**src/rtl/timing_decode_unit_pkg.sv**
```systemverilog
// Shared control-path constants for the timing/decode stage and the
// downstream control-signal decoder: field positions, SC/T widths, opcodes.
package cpu_ctrl_pkg;

    localparam int SC_W      = 3;
    localparam int T_W       = 8;
    localparam int IR_W      = 16;

    localparam int IR_I_BIT  = 15;
    localparam int IR_OP_MSB = 14;
    localparam int IR_OP_LSB = 12;
    localparam int IR_B_MSB  = 7;

    localparam logic [2:0] OP_AND = 3'd0;
    localparam logic [2:0] OP_ADD = 3'd1;
    localparam logic [2:0] OP_LDA = 3'd2;
    localparam logic [2:0] OP_STA = 3'd3;
    localparam logic [2:0] OP_BUN = 3'd4;
    localparam logic [2:0] OP_BSA = 3'd5;
    localparam logic [2:0] OP_ISZ = 3'd6;
    localparam logic [2:0] OP_REG = 3'd7;

endpackage

```
**src/rtl/timing_decode_unit_if.sv**
```systemverilog
// Fetch handshake, execute controls and decode outputs of the timing/decode
// stage. master = stimulus/execute side, slave = timing_decode_unit.
interface timing_decode_unit_if;
    import cpu_ctrl_pkg::*;

    logic [IR_W-1:0] mem_data;
    logic            mem_valid;
    logic            clr_sc;
    logic            hlt;
    logic            fetch_req;
    logic [T_W-1:0]  T;
    logic [7:0]      D;
    logic            I;
    logic [7:0]      B;
    logic [IR_W-1:0] ir;
    logic            sc_ovf;

    modport master (
        output mem_data, mem_valid, clr_sc, hlt,
        input  fetch_req, T, D, I, B, ir, sc_ovf
    );

    modport slave (
        input  mem_data, mem_valid, clr_sc, hlt,
        output fetch_req, T, D, I, B, ir, sc_ovf
    );

endinterface

```
**src/rtl/timing_decode_unit_onehot_dec3to8.sv**
```systemverilog
// 3-to-8 one-hot decoder, used for SC->T and opcode->D.
module onehot_dec3to8 (
    input  logic [2:0] sel_i,
    output logic [7:0] onehot_o
);

    // Single set bit at the position given by sel_i.
    always_comb begin
        onehot_o = 8'h01 << sel_i;
    end

endmodule

```
**src/rtl/timing_decode_unit.sv**
```systemverilog
// Timing/decode stage: holds IR and the sequence counter SC, and presents
// one-hot T, one-hot D, I and B combinationally from those registers.
// Optional: TDU_WAIT_STATE_EN enables the T1 fetch stall on !mem_valid;
// without it mem_valid is ignored and IR loads at T1 unconditionally.
module timing_decode_unit
    import cpu_ctrl_pkg::*;
(
    input  logic                clk,
    input  logic                rst,
    timing_decode_unit_if.slave bus
);

    logic [SC_W-1:0] sc_q, sc_d;
    logic [IR_W-1:0] ir_q, ir_d;
    logic            ovf_q, ovf_d;
    logic            at_t1;
    logic            stall;

    assign at_t1 = (sc_q == SC_W'(1));

`ifdef TDU_WAIT_STATE_EN
    assign stall = at_t1 && !bus.mem_valid;
`else
    assign stall = 1'b0;
`endif

    // SC priority clr_sc > hlt > stall > increment; IR loads on the T1 advance.
    always_comb begin
        sc_d  = sc_q;
        ir_d  = ir_q;
        ovf_d = ovf_q;
        if (bus.clr_sc) begin
            sc_d = '0;
        end else if (bus.hlt || stall) begin
            sc_d = sc_q;
        end else begin
            sc_d = sc_q + SC_W'(1);
            if (sc_q == SC_W'(T_W - 1))
                ovf_d = 1'b1;
            if (at_t1)
                ir_d = bus.mem_data;
        end
    end

    // State registers with synchronous reset overriding everything.
    always_ff @(posedge clk) begin
        if (rst) begin
            sc_q  <= '0;
            ir_q  <= '0;
            ovf_q <= 1'b0;
        end else begin
            sc_q  <= sc_d;
            ir_q  <= ir_d;
            ovf_q <= ovf_d;
        end
    end

    onehot_dec3to8 u_t_dec (.sel_i(sc_q),                    .onehot_o(bus.T));
    onehot_dec3to8 u_d_dec (.sel_i(ir_q[IR_OP_MSB:IR_OP_LSB]), .onehot_o(bus.D));

    assign bus.fetch_req = at_t1 && !bus.hlt;
    assign bus.I         = ir_q[IR_I_BIT];
    assign bus.B         = ir_q[IR_B_MSB:0];
    assign bus.ir        = ir_q;
    assign bus.sc_ovf    = ovf_q;

endmodule

```
**src/flat_wrapper.sv**
```systemverilog
// flat-port wrapper written by rule: the top's interface ports become plain ports
module timing_decode_unit_flat import cpu_ctrl_pkg::*;
  (clk, rst, bus_mem_data, bus_mem_valid, bus_clr_sc, bus_hlt, bus_fetch_req, bus_T, bus_D, bus_I, bus_B, bus_ir, bus_sc_ovf);
  timing_decode_unit_if bus_i ();
  input  logic clk;
  input  logic rst;
  input wire logic [$bits(bus_i.mem_data)-1:0] bus_mem_data;
  input wire logic [$bits(bus_i.mem_valid)-1:0] bus_mem_valid;
  input wire logic [$bits(bus_i.clr_sc)-1:0] bus_clr_sc;
  input wire logic [$bits(bus_i.hlt)-1:0] bus_hlt;
  output wire logic [$bits(bus_i.fetch_req)-1:0] bus_fetch_req;
  output wire logic [$bits(bus_i.T)-1:0] bus_T;
  output wire logic [$bits(bus_i.D)-1:0] bus_D;
  output wire logic [$bits(bus_i.I)-1:0] bus_I;
  output wire logic [$bits(bus_i.B)-1:0] bus_B;
  output wire logic [$bits(bus_i.ir)-1:0] bus_ir;
  output wire logic [$bits(bus_i.sc_ovf)-1:0] bus_sc_ovf;
  assign bus_i.mem_data = bus_mem_data;
  assign bus_i.mem_valid = bus_mem_valid;
  assign bus_i.clr_sc = bus_clr_sc;
  assign bus_i.hlt = bus_hlt;
  assign bus_fetch_req = bus_i.fetch_req;
  assign bus_T = bus_i.T;
  assign bus_D = bus_i.D;
  assign bus_I = bus_i.I;
  assign bus_B = bus_i.B;
  assign bus_ir = bus_i.ir;
  assign bus_sc_ovf = bus_i.sc_ovf;
  timing_decode_unit u_core (.clk(clk), .rst(rst), .bus(bus_i));
endmodule
```
**config.mk**
```make
export PLATFORM = sky130hd
export DESIGN_NAME = timing_decode_unit_flat
export DESIGN_NICKNAME = d
export VERILOG_FILES = /design/src/rtl/timing_decode_unit_pkg.sv /design/src/rtl/timing_decode_unit_if.sv /design/src/rtl/timing_decode_unit_onehot_dec3to8.sv /design/src/rtl/timing_decode_unit.sv /design/src/flat_wrapper.sv
export SDC_FILE = /design/constraint.sdc
export NUM_CORES = 1
export LEC_CHECK = 0
export ABC_CLOCK_PERIOD_IN_PS = 1900
export BUFFER_PORTS_ARGS = -buffer_cell sky130_fd_sc_hd__buf_2
export CAP_MARGIN = 10
export CORE_ASPECT_RATIO = 1.75
export CORE_MARGIN = 2
export CORE_UTILIZATION = 30
export DETAILED_ROUTE_END_ITERATION = 8
export PLACE_DENSITY_LB_ADDON = 0.25
export SLEW_MARGIN = 25
export SYNTH_ARGS = -nofsm -noshare
export SYNTH_HDL_FRONTEND = slang
export SYNTH_SLANG_ARGS = --single-unit
```
**constraint.sdc**
```tcl
create_clock -name clk -period 1.9 [get_ports clk]
set_input_delay 0.475 -clock clk [delete_from_list [all_inputs] [get_ports clk]]
set_output_delay 0.475 -clock clk [all_outputs]
set_load 0.02 [all_outputs]
```
==> results of run 1 <==
cells in the final DEF, fill, tap and decap left out, drive strengths merged:
cell type  count
buf           63
nand2b        32
dfxtp         20
mux2i         17
ha             6
nor2b          5
inv            4
clkbuf         4
and2           3
nor3           3
nor3b          3
and3b          2
and3           1
nand2          1
nor2           1
nor4b          1
or3b           1
a21oi          1
a2111oi        1
xor2           1
repair_timing:
action,in CTS,in global routing
setup buffers,0,0
endpoints found under the setup margin,0,1
resized for setup,0,3
cell type report:
| class | count | area [um2] |
|---|---|---|
| multi-input cells | 79 | 621.8 |
| clock buffers | 4 | 55.05 |
| repair buffers | 63 | 320.3 |
| fillers | 387 | 2193 |
| flip-flops and latches | 20 | 401.6 |
| inverters | 4 | 15.01 |
| well taps | 46 | 57.56 |
cells in the mapped netlist:
master | count | area (um2)
sky130_fd_sc_hd__and3b_1 | 2 | 17.52
sky130_fd_sc_hd__nand2b_1 | 32 | 200.2
sky130_fd_sc_hd__nand2_1 | 1 | 3.750
sky130_fd_sc_hd__buf_12 | 1 | 20.02
sky130_fd_sc_hd__buf_4 | 9 | 67.56
sky130_fd_sc_hd__clkbuf_1 | 3 | 11.26
sky130_fd_sc_hd__ha_1 | 6 | 75.07
sky130_fd_sc_hd__or3b_1 | 1 | 8.760
sky130_fd_sc_hd__nor2b_1 | 5 | 31.28
sky130_fd_sc_hd__and3_1 | 1 | 6.260
sky130_fd_sc_hd__nor4b_4 | 1 | 23.77
sky130_fd_sc_hd__nor3_1 | 3 | 15.01
sky130_fd_sc_hd__xor2_1 | 1 | 8.760
sky130_fd_sc_hd__nor2_1 | 1 | 3.750
sky130_fd_sc_hd__a21oi_1 | 1 | 5.000
sky130_fd_sc_hd__nor3b_1 | 3 | 22.52
sky130_fd_sc_hd__buf_6 | 2 | 22.52
sky130_fd_sc_hd__and2_1 | 3 | 18.77
sky130_fd_sc_hd__mux2i_1 | 17 | 170.2
sky130_fd_sc_hd__dfxtp_1 | 20 | 400.4
sky130_fd_sc_hd__a2111oi_0 | 1 | 8.760
sky130_fd_sc_hd__inv_1 | 4 | 15.01
registers in the layout, summed over array words and instances (netlist names):
signal,count
u_core.bus.sc_ovf,1
u_core.sc_q,3
u_core.bus.ir,16
cells by family after synthesis:
logic type | Yosys count | synth area share
mux | 17 | 0.1472
xor+xnor | 1 | 0.007577
compound gates | 2 | 0.01190
simple gates | 53 | 0.3041
fa+ha+maj | 6 | 0.06493
flops | 20 | 0.3463
buf+inv | 19 | 0.1180
worst register-to-register path, stage by stage, from the launching register on:
cell and delay [ns]:
sky130_fd_sc_hd__dfxtp_1 0.51, sky130_fd_sc_hd__inv_1 0.10, sky130_fd_sc_hd__ha_1 0.30, sky130_fd_sc_hd__nor2b_1 0.12, sky130_fd_sc_hd__a2111oi_0 0.33
worst max path at each step:
stage | startpoint | to | slack (ns) | cells past startpoint
floorplan | u_core.sc_q[0]$_SDFFE_PP0N_ | bus_fetch_req | 0.12 | 3
global placement | u_core.sc_q[1]$_SDFFE_PP0N_ | bus_fetch_req | 0.36 | 5
detailed placement | u_core.sc_q[1]$_SDFFE_PP0N_ | bus_fetch_req | 0.33 | 5
CTS | u_core.sc_q[1]$_SDFFE_PP0N_ | bus_fetch_req | 0.03 | 5
global route | u_core.sc_q[1]$_SDFFE_PP0N_ | bus_fetch_req | -0.02 | 5
finish | u_core.sc_q[0]$_SDFFE_PP0N_ | bus_fetch_req | 0.11 | 4
report_power, final:
group | switching, mW | total, mW | internal, mW
clock network | 0.129 | 0.313 | 0.184
registers | 0.00781 | 0.434 | 0.426
logic | 0.0549 | 0.106 | 0.0512
total | 0.192 | 0.853 | 0.661
routing by layer:
metal,share of wire,up-vias
met5,0,-
met4,0.0069,0
met3,0.076,2
met2,0.52,37
met1,0.40,400
li1,-,475
==> flow_summary.html, run 1 <==
<table>
<tr><th>Metric</th><th>Value</th></tr>
<tr><th colspan="2">Outcome</th></tr>
<tr><td>Run status</td><td>finished, final reports clean</td></tr>
<tr><th colspan="2">CTS</th></tr>
<tr><td>Hold buffer count at cts</td><td>0</td></tr>
<tr><td>TritonCTS buffer count</td><td>3</td></tr>
<tr><td>Clk root buf</td><td>sky130_fd_sc_hd__clkbuf_8</td></tr>
<tr><td>Clock network latency to the later pin of the worst-skew pair</td><td>0.25 ns</td></tr>
<tr><td>Total clock sinks</td><td>20</td></tr>
<tr><td>Clock tree from TritonCTS</td><td>done</td></tr>
<tr><td>Clk pin slew, worst setup/hold paths</td><td>0.07 ns</td></tr>
<tr><td>Buffer levels on the longest clock path</td><td>2</td></tr>
<tr><td>Number of H-tree branching levels</td><td>1</td></tr>
<tr><th colspan="2">Placement</th></tr>
<tr><td>Dpl hpwl</td><td>1784 um</td></tr>
<tr><td>Placed cell count</td><td>212</td></tr>
<tr><td>Instance area after placement</td><td>1410 um2</td></tr>
<tr><td>Place WS</td><td>0.3254 ns</td></tr>
<tr><td>Port-buffer cells</td><td>62</td></tr>
<tr><td>GP Congestion</td><td>0.6435</td></tr>
<tr><th colspan="2">Timing</th></tr>
<tr><td>Post-layout min period</td><td>1.785 ns</td></tr>
<tr><td>Headroom to the max-slew limit</td><td>0.7019</td></tr>
<tr><td>Post-route fraction of the period consumed by the critical path</td><td>0.9396</td></tr>
<tr><td>Final Hold Slack</td><td>0.4495 ns</td></tr>
<tr><td>Final number of setup-violating endpoints</td><td>0</td></tr>
<tr><td>Number of pins with negative max-slew slack in the final report</td><td>0</td></tr>
<tr><td>Transition at the pin with the smallest max-transition slack</td><td>0.4471 ns</td></tr>
<tr><td>Max Clock Skew</td><td>0.002949 ns</td></tr>
<tr><td>Accumulated negative setup slack</td><td>0 ns</td></tr>
<tr><td>Number of failing hold endpoints at the final stage</td><td>0</td></tr>
<tr><td>Worst setup slack after layout</td><td>0.1148 ns</td></tr>
<tr><td>F_max</td><td>560.2 MHz</td></tr>
<tr><th colspan="2">Critical path</th></tr>
<tr><td>Buffer and inverter count on the worst path</td><td>1</td></tr>
<tr><td>Kind of start point of the critical path</td><td>flop</td></tr>
<tr><td>Kind of cell adding the most delay to the critical path</td><td>flip-flops</td></tr>
<tr><td>WS Path Type</td><td>reg -&gt; out</td></tr>
<tr><td>Number of cells on the worst reg-to-reg path</td><td>4</td></tr>
<tr><td>FF-to-FF Start</td><td>u_core.sc_q[2]$_SDFFE_PP0N_</td></tr>
<tr><td>Critical-path top delay cell</td><td>sky130_fd_sc_hd__dfxtp_1</td></tr>
<tr><td>Highest cell delay on the worst timing path</td><td>0.40 ns</td></tr>
<tr><td>Worst-case register-to-register setup slack</td><td>0.41 ns</td></tr>
<tr><td>Required arrival time at the worst endpoint</td><td>1.42 ns</td></tr>
<tr><td>Endpoint of the lowest-slack register-to-register path</td><td>u_core.sc_q[2]$_SDFFE_PP0N_</td></tr>
<tr><td>Data arrival, critical path</td><td>1.31 ns</td></tr>
<tr><td>Critical-path maximum fanout</td><td>4</td></tr>
<tr><td>CP Capture Type</td><td>output port</td></tr>
<tr><td>Ordered cell list for the critical path</td><td>ha_2, nor2b_1, nor2b_1, buf_4</td></tr>
<tr><td>Most numerous cell on the critical path</td><td>sky130_fd_sc_hd__nor2b_1</td></tr>
<tr><th colspan="2">Routing</th></tr>
<tr><td>Average detailed-routed wire length per instance</td><td>10.75 um</td></tr>
<tr><td>Number of DRC violations after detailed-routing iteration 0</td><td>8</td></tr>
<tr><td>Pre-antenna DRT Iters</td><td>2</td></tr>
<tr><td>Total wire length after detailed routing</td><td>2322 um</td></tr>
<tr><td>DRC errors left</td><td>0</td></tr>
<tr><td>Total number of vias</td><td>914</td></tr>
<tr><td>Antenna Violating Nets Remaining</td><td>0</td></tr>
<tr><td>Number of vias per cell</td><td>4.231</td></tr>
<tr><th colspan="2">Layout</th></tr>
<tr><td>Count of inserted antenna diode cells</td><td>0</td></tr>
<tr><td>Fraction of final layout cells sized beyond drive strength 1</td><td>0.4118</td></tr>
<tr><td>Post-route cell area</td><td>1471 um2</td></tr>
<tr><td>Finished Core Util</td><td>0.4015</td></tr>
<tr><td>Count of non-filler cells in the finished layout</td><td>216</td></tr>
<tr><td>Area growth from synthesis to layout</td><td>27.27%</td></tr>
<tr><td>Total Nets Final</td><td>198</td></tr>
<tr><th colspan="2">Pwr</th></tr>
<tr><td>Total power after layout</td><td>853.3 uW</td></tr>
<tr><td>Worst ir drop on vdd</td><td>0.3819 mV</td></tr>
<tr><td>Cell Pwr Density</td><td>579.9 nW/um2</td></tr>
<tr><td>Leakage dissipation</td><td>0.7201 nW</td></tr>
<tr><th colspan="2">GRT</th></tr>
<tr><td>Met1 demand-to-capacity share in global routing</td><td>0.1154</td></tr>
<tr><td>Layer with the highest usage</td><td>met2</td></tr>
<tr><td>Maximum number of pins on one net before global-route repair</td><td>37</td></tr>
<tr><td>Global-route wire length before repair</td><td>3581 um</td></tr>
<tr><td>Met3 Track Usage GR</td><td>0.02265</td></tr>
<tr><td>Overall track demand over capacity in global routing</td><td>0.1059</td></tr>
<tr><td>Grt total ovfl</td><td>0</td></tr>
<tr><td>Number of antenna violations at the first check in global routing</td><td>0</td></tr>
<tr><td>Met2 Usage GRT</td><td>0.1877</td></tr>
<tr><td>Number of global-route vias before repair</td><td>826</td></tr>
<tr><th colspan="2">Floorplan</th></tr>
<tr><td>Cell Rows</td><td>29</td></tr>
<tr><td>Die boundary height</td><td>86.12 um</td></tr>
<tr><td>Total core area</td><td>3665 um2</td></tr>
<tr><td>Total Die Area</td><td>4386 um2</td></tr>
<tr><td>Die width</td><td>50.93 um</td></tr>
<tr><td>Initial Utilization</td><td>0.3155</td></tr>
<tr><td>IO Count</td><td>64</td></tr>
<tr><th colspan="2">Synth</th></tr>
<tr><td>Number of distinct library cells after synthesis</td><td>22</td></tr>
<tr><td>Post-synthesis instance area</td><td>1156 um2</td></tr>
<tr><td>Post-Syn Nets</td><td>145</td></tr>
<tr><td>Synthesized instance count</td><td>118</td></tr>
<tr><td>Total of warnings raised by yosys</td><td>0</td></tr>
<tr><td>Register area share after synthesis</td><td>0.3463</td></tr>
<tr><td>Per-instance average area after synthesis</td><td>9.798 um2</td></tr>
<tr><td>Register bit total from synthesis</td><td>20</td></tr>
<tr><th colspan="2">Worst hold path</th></tr>
<tr><td>Worst min-delay path category</td><td>reg -&gt; reg</td></tr>
<tr><td>Number of instances on the worst hold path</td><td>2</td></tr>
<tr><td>Hold path startpoint</td><td>u_core.bus.sc_ovf$_SDFFE_PP0P_</td></tr>
<tr><td>Worst Hold Endpoint</td><td>u_core.bus.sc_ovf$_SDFFE_PP0P_</td></tr>
<tr><th colspan="2">Job</th></tr>
<tr><td>Max capacitance violation total</td><td>0</td></tr>
</table>
(Power assumes the default switching activity.)
==> run 2: changes to the inputs <==
ABC_CLOCK_PERIOD_IN_PS = 2230   (was 1900)
clock period = 2.23 ns   (was 1.9 ns; I/O delays follow)
==> run 2 against run 1 <==
Compared with the run above: worst hold slack got worse by 0.0025 ns; wire length is 1.9% higher; critical path depth is 1 higher; die area unchanged; via count is 1.1% higher; sequential power is 15% lower; critical path type unchanged; critical endpoint unchanged; largest cell class unchanged; largest power group unchanged.
==> flow_summary.html, run 2 (same netlist as run 1, synthesis figures left out) <==
<table>
<tr><th>Metric</th><th>Value</th></tr>
<tr><th colspan="2">GRT</th></tr>
<tr><td>Maximum number of pins on one net before global-route repair</td><td>37 (unchanged)</td></tr>
<tr><td>Number of global-route vias before repair</td><td>878 (+6.3%)</td></tr>
<tr><td>Number of antenna violations at the first check in global routing</td><td>0 (unchanged)</td></tr>
<tr><td>Grt total ovfl</td><td>0 (unchanged)</td></tr>
<tr><td>Met2 Usage GRT</td><td>0.1936 (+0.005903)</td></tr>
<tr><td>Global-route wire length before repair</td><td>3843 um (+7.3%)</td></tr>
<tr><td>Met1 demand-to-capacity share in global routing</td><td>0.1272 (+0.01173)</td></tr>
<tr><td>Layer with the highest usage</td><td>met2</td></tr>
<tr><td>Met3 Track Usage GR</td><td>0.02962 (+0.006969)</td></tr>
<tr><td>Overall track demand over capacity in global routing</td><td>0.1140 (+0.008078)</td></tr>
<tr><th colspan="2">Critical path</th></tr>
<tr><td>Buffer and inverter count on the worst path</td><td>2 (+1)</td></tr>
<tr><td>Critical-path maximum fanout</td><td>4 (unchanged)</td></tr>
<tr><td>Kind of cell adding the most delay to the critical path</td><td>flip-flops</td></tr>
<tr><td>Ordered cell list for the critical path</td><td>inv_1, ha_1, nor2b_1, nor2b_1, buf_2</td></tr>
<tr><td>Data arrival, critical path</td><td>1.36 ns (+0.05 ns)</td></tr>
<tr><td>Endpoint of the lowest-slack register-to-register path</td><td>u_core.sc_q[2]$_SDFFE_PP0N_</td></tr>
<tr><td>Worst-case register-to-register setup slack</td><td>0.74 ns (+0.33 ns)</td></tr>
<tr><td>FF-to-FF Start</td><td>u_core.sc_q[2]$_SDFFE_PP0N_</td></tr>
<tr><td>Kind of start point of the critical path</td><td>flop</td></tr>
<tr><td>Number of cells on the worst reg-to-reg path</td><td>4 (unchanged)</td></tr>
<tr><td>Required arrival time at the worst endpoint</td><td>1.67 ns (+0.25 ns)</td></tr>
<tr><td>CP Capture Type</td><td>output port</td></tr>
<tr><td>Highest cell delay on the worst timing path</td><td>0.39 ns (about the same)</td></tr>
<tr><td>Most numerous cell on the critical path</td><td>sky130_fd_sc_hd__nor2b_1</td></tr>
<tr><td>Startpoint of the worst setup timing path</td><td>u_core.sc_q[1]$_SDFFE_PP0N_</td></tr>
<tr><td>WS Path Type</td><td>reg -&gt; out</td></tr>
<tr><td>Critical-path top delay cell</td><td>sky130_fd_sc_hd__dfxtp_1</td></tr>
<tr><th colspan="2">Routing</th></tr>
<tr><td>Number of DRC violations after detailed-routing iteration 0</td><td>5 (-3)</td></tr>
<tr><td>DRC errors left</td><td>0 (unchanged)</td></tr>
<tr><td>Average detailed-routed wire length per instance</td><td>11.01 um (+2.4%)</td></tr>
<tr><td>Total wire length after detailed routing</td><td>2367 um (+1.9%)</td></tr>
<tr><td>Antenna Violating Nets Remaining</td><td>0 (unchanged)</td></tr>
<tr><td>Number of vias per cell</td><td>4.298 (+1.6%)</td></tr>
<tr><td>Pre-antenna DRT Iters</td><td>4 (+2)</td></tr>
<tr><td>Total number of vias</td><td>924 (+1.1%)</td></tr>
<tr><th colspan="2">CTS</th></tr>
<tr><td>Hold buffer count at cts</td><td>0 (unchanged)</td></tr>
<tr><td>Clk pin slew, worst setup/hold paths</td><td>0.07 ns (about the same)</td></tr>
<tr><td>Clk root buf</td><td>sky130_fd_sc_hd__clkbuf_8</td></tr>
<tr><td>Postcts setup bufs</td><td>0 (unchanged)</td></tr>
<tr><td>Clock tree from TritonCTS</td><td>done</td></tr>
<tr><td>TritonCTS buffer count</td><td>3 (unchanged)</td></tr>
<tr><td>Buffer levels on the longest clock path</td><td>2 (unchanged)</td></tr>
<tr><td>Clock network latency to the later pin of the worst-skew pair</td><td>0.25 ns (about the same)</td></tr>
<tr><td>Total clock sinks</td><td>20 (unchanged)</td></tr>
<tr><td>Resized Gates After CTS</td><td>0 (unchanged)</td></tr>
<tr><td>Number of H-tree branching levels</td><td>1 (unchanged)</td></tr>
<tr><th colspan="2">Floorplan</th></tr>
<tr><td>Total Die Area</td><td>4386 um2 (unchanged)</td></tr>
<tr><td>Die width</td><td>50.93 um (unchanged)</td></tr>
<tr><td>Die boundary height</td><td>86.12 um (unchanged)</td></tr>
<tr><td>Total core area</td><td>3665 um2 (unchanged)</td></tr>
<tr><td>Cell Rows</td><td>29 (unchanged)</td></tr>
<tr><td>IO Count</td><td>64 (unchanged)</td></tr>
<tr><td>Initial Utilization</td><td>0.3155 (unchanged)</td></tr>
<tr><th colspan="2">Layout</th></tr>
<tr><td>Filler cell count in the final layout</td><td>383 (-1.0%)</td></tr>
<tr><td>Total Nets Final</td><td>198 (unchanged)</td></tr>
<tr><td>Commonest non-fill, non-tap cells in the layout</td><td>sky130_fd_sc_hd__buf_2, sky130_fd_sc_hd__nand2b_1, sky130_fd_sc_hd__dfxtp_1</td></tr>
<tr><td>Fraction of final layout cells sized beyond drive strength 1</td><td>0.3964 (-0.01532)</td></tr>
<tr><td>Leading cell type in the layout, fill and taps excluded</td><td>sky130_fd_sc_hd__buf_2</td></tr>
<tr><td>Area growth from synthesis to layout</td><td>25.54%</td></tr>
<tr><td>Post-route cell area</td><td>1451 um2 (-1.4%)</td></tr>
<tr><td>Max FFs per register</td><td>16 (unchanged)</td></tr>
<tr><td>Count of inserted antenna diode cells</td><td>0 (unchanged)</td></tr>
<tr><td>Count of non-filler cells in the finished layout</td><td>215 (-0.46%)</td></tr>
<tr><th colspan="2">Timing</th></tr>
<tr><td>Number of failing hold endpoints at the final stage</td><td>0 (unchanged)</td></tr>
<tr><td>Number of pins with negative max-slew slack in the final report</td><td>0 (unchanged)</td></tr>
<tr><td>Post-route fraction of the period consumed by the critical path</td><td>0.8619</td></tr>
<tr><td>Setup repair after global routing missed its margin</td><td>no</td></tr>
<tr><td>Post-layout min period</td><td>1.922 ns</td></tr>
<tr><td>Final number of setup-violating endpoints</td><td>0 (unchanged)</td></tr>
<tr><td>Transition at the pin with the smallest max-transition slack</td><td>0.4487 ns (+0.001612 ns)</td></tr>
<tr><td>Accumulated negative setup slack</td><td>0 ns (unchanged)</td></tr>
<tr><td>Max Clock Skew</td><td>0.002362 ns (-0.0005861 ns)</td></tr>
<tr><td>F_max</td><td>520.3 MHz</td></tr>
<tr><td>Headroom to the max-slew limit</td><td>0.7008 (-0.001075)</td></tr>
<tr><th colspan="2">Worst hold path</th></tr>
<tr><td>Number of instances on the worst hold path</td><td>2 (unchanged)</td></tr>
<tr><td>Worst min-delay path category</td><td>reg -&gt; reg</td></tr>
<tr><td>Worst Hold Endpoint</td><td>u_core.bus.sc_ovf$_SDFFE_PP0P_</td></tr>
<tr><td>Hold path startpoint</td><td>u_core.bus.sc_ovf$_SDFFE_PP0P_</td></tr>
<tr><th colspan="2">Pwr</th></tr>
<tr><td>Internal power component</td><td>526.0 uW (-20%)</td></tr>
<tr><td>Relative contribution of the clock network to total power</td><td>0.326 (-0.041)</td></tr>
<tr><td>Cell Pwr Density</td><td>469.8 nW/um2 (-19%)</td></tr>
<tr><td>Combinational power share</td><td>0.132 (+0.008)</td></tr>
<tr><td>Reported net switching power</td><td>155.8 uW (-19%)</td></tr>
<tr><td>Net switching fraction of the power</td><td>0.2285 (+0.003446)</td></tr>
<tr><td>Relative contribution of sequential cells to total power</td><td>0.542 (+0.034)</td></tr>
<tr><td>Leakage dissipation</td><td>0.7136 nW (-0.91%)</td></tr>
<tr><td>Worst ir drop on vdd</td><td>0.3467 mV (-9.2%)</td></tr>
<tr><th colspan="2">Outcome</th></tr>
<tr><td>Run status</td><td>finished, final reports clean</td></tr>
<tr><th colspan="2">Placement</th></tr>
<tr><td>Instance area after placement</td><td>1410 um2 (unchanged)</td></tr>
<tr><td>GP Congestion</td><td>0.6474 (+0.61%)</td></tr>
<tr><td>Port-buffer cells</td><td>62 (unchanged)</td></tr>
<tr><td>Dpl hpwl</td><td>1828 um (+2.5%)</td></tr>
<tr><td>Placed cell count</td><td>212 (unchanged)</td></tr>
<tr><th colspan="2">Job</th></tr>
<tr><td>Max capacitance violation total</td><td>0 (unchanged)</td></tr>
</table>
==> run 2: cell count changes in the layout (fill, tap and decap cells not counted) <==
cell and delta:
sky130_fd_sc_hd__buf_2 +1, sky130_fd_sc_hd__buf_4 -1, sky130_fd_sc_hd__clkbuf_8 -1, sky130_fd_sc_hd__ha_1 +1
sky130_fd_sc_hd__ha_2 -1, sky130_fd_sc_hd__dfxtp_1 +1, sky130_fd_sc_hd__dfxtp_2 -1
==> run 2: power by group through the flow <==
stage          combinational (mW)  sequential [mW]  clock (mW)
6_report                   0.0900            0.370       0.222
3_3_place_gp               0.0890            0.377           0
2_1_floorplan              0.0572            0.382           0
5_1_grt                    0.0992            0.370       0.251
4_1_cts                    0.0918            0.370       0.240
3_5_place_dp               0.0915            0.378           0
==> run 2: worst register-to-register path, stage by stage, from the launching register on <==
cell and delay (ns):
sky130_fd_sc_hd__dfxtp_1 0.52, sky130_fd_sc_hd__inv_1 0.11, sky130_fd_sc_hd__ha_1 0.30, sky130_fd_sc_hd__nor2b_1 0.12, sky130_fd_sc_hd__a2111oi_0 0.31
==> run 2: area by class of cell <==
type	instances	area (um2)	share of cell area
Timing Repair Buffer	63	317.8	0.2190
Tap cell	46	57.56	0.03966
Multi-Input combinational cell	79	619.3	0.4267
Sequential cell	20	400.4	0.2759
Inverter	4	15.01	0.01034
Clock buffer	3	41.29	0.02845
==> run 2: through the flow <==
stage	util	worst slack, ns	hold slack (ns)	power (mW)
after floorplan	-	0.3659	0.5220	0.4389
after global placement	0.3848	0.6050	0.4372	0.4663
after detailed placement	0.3848	0.5873	0.4343	0.4694
after CTS	0.3960	0.2829	0.4503	0.7012
after global routing	0.3960	0.1724	0.4997	0.7204
final	0.3960	0.3079	0.4470	0.6819
==> run 2: how the worst max path moves through the flow <==
stage	to	slack (ns)	cells after the start
after global placement	bus_fetch_req	0.60	5
after detailed placement	u_core.bus.ir[8]$_SDFFE_PP0P_	0.59	4
final	bus_fetch_req	0.31	5
after CTS	bus_fetch_req	0.28	5
after global routing	bus_fetch_req	0.17	5
after floorplan	bus_fetch_req	0.37	3
==> run 2: routing by layer <==
layer  routed length, um  vias up
met3                 210        2
li1                    -      474
met1                 913      411
met5                   0        -
met2                1219       37
met4                  23        0
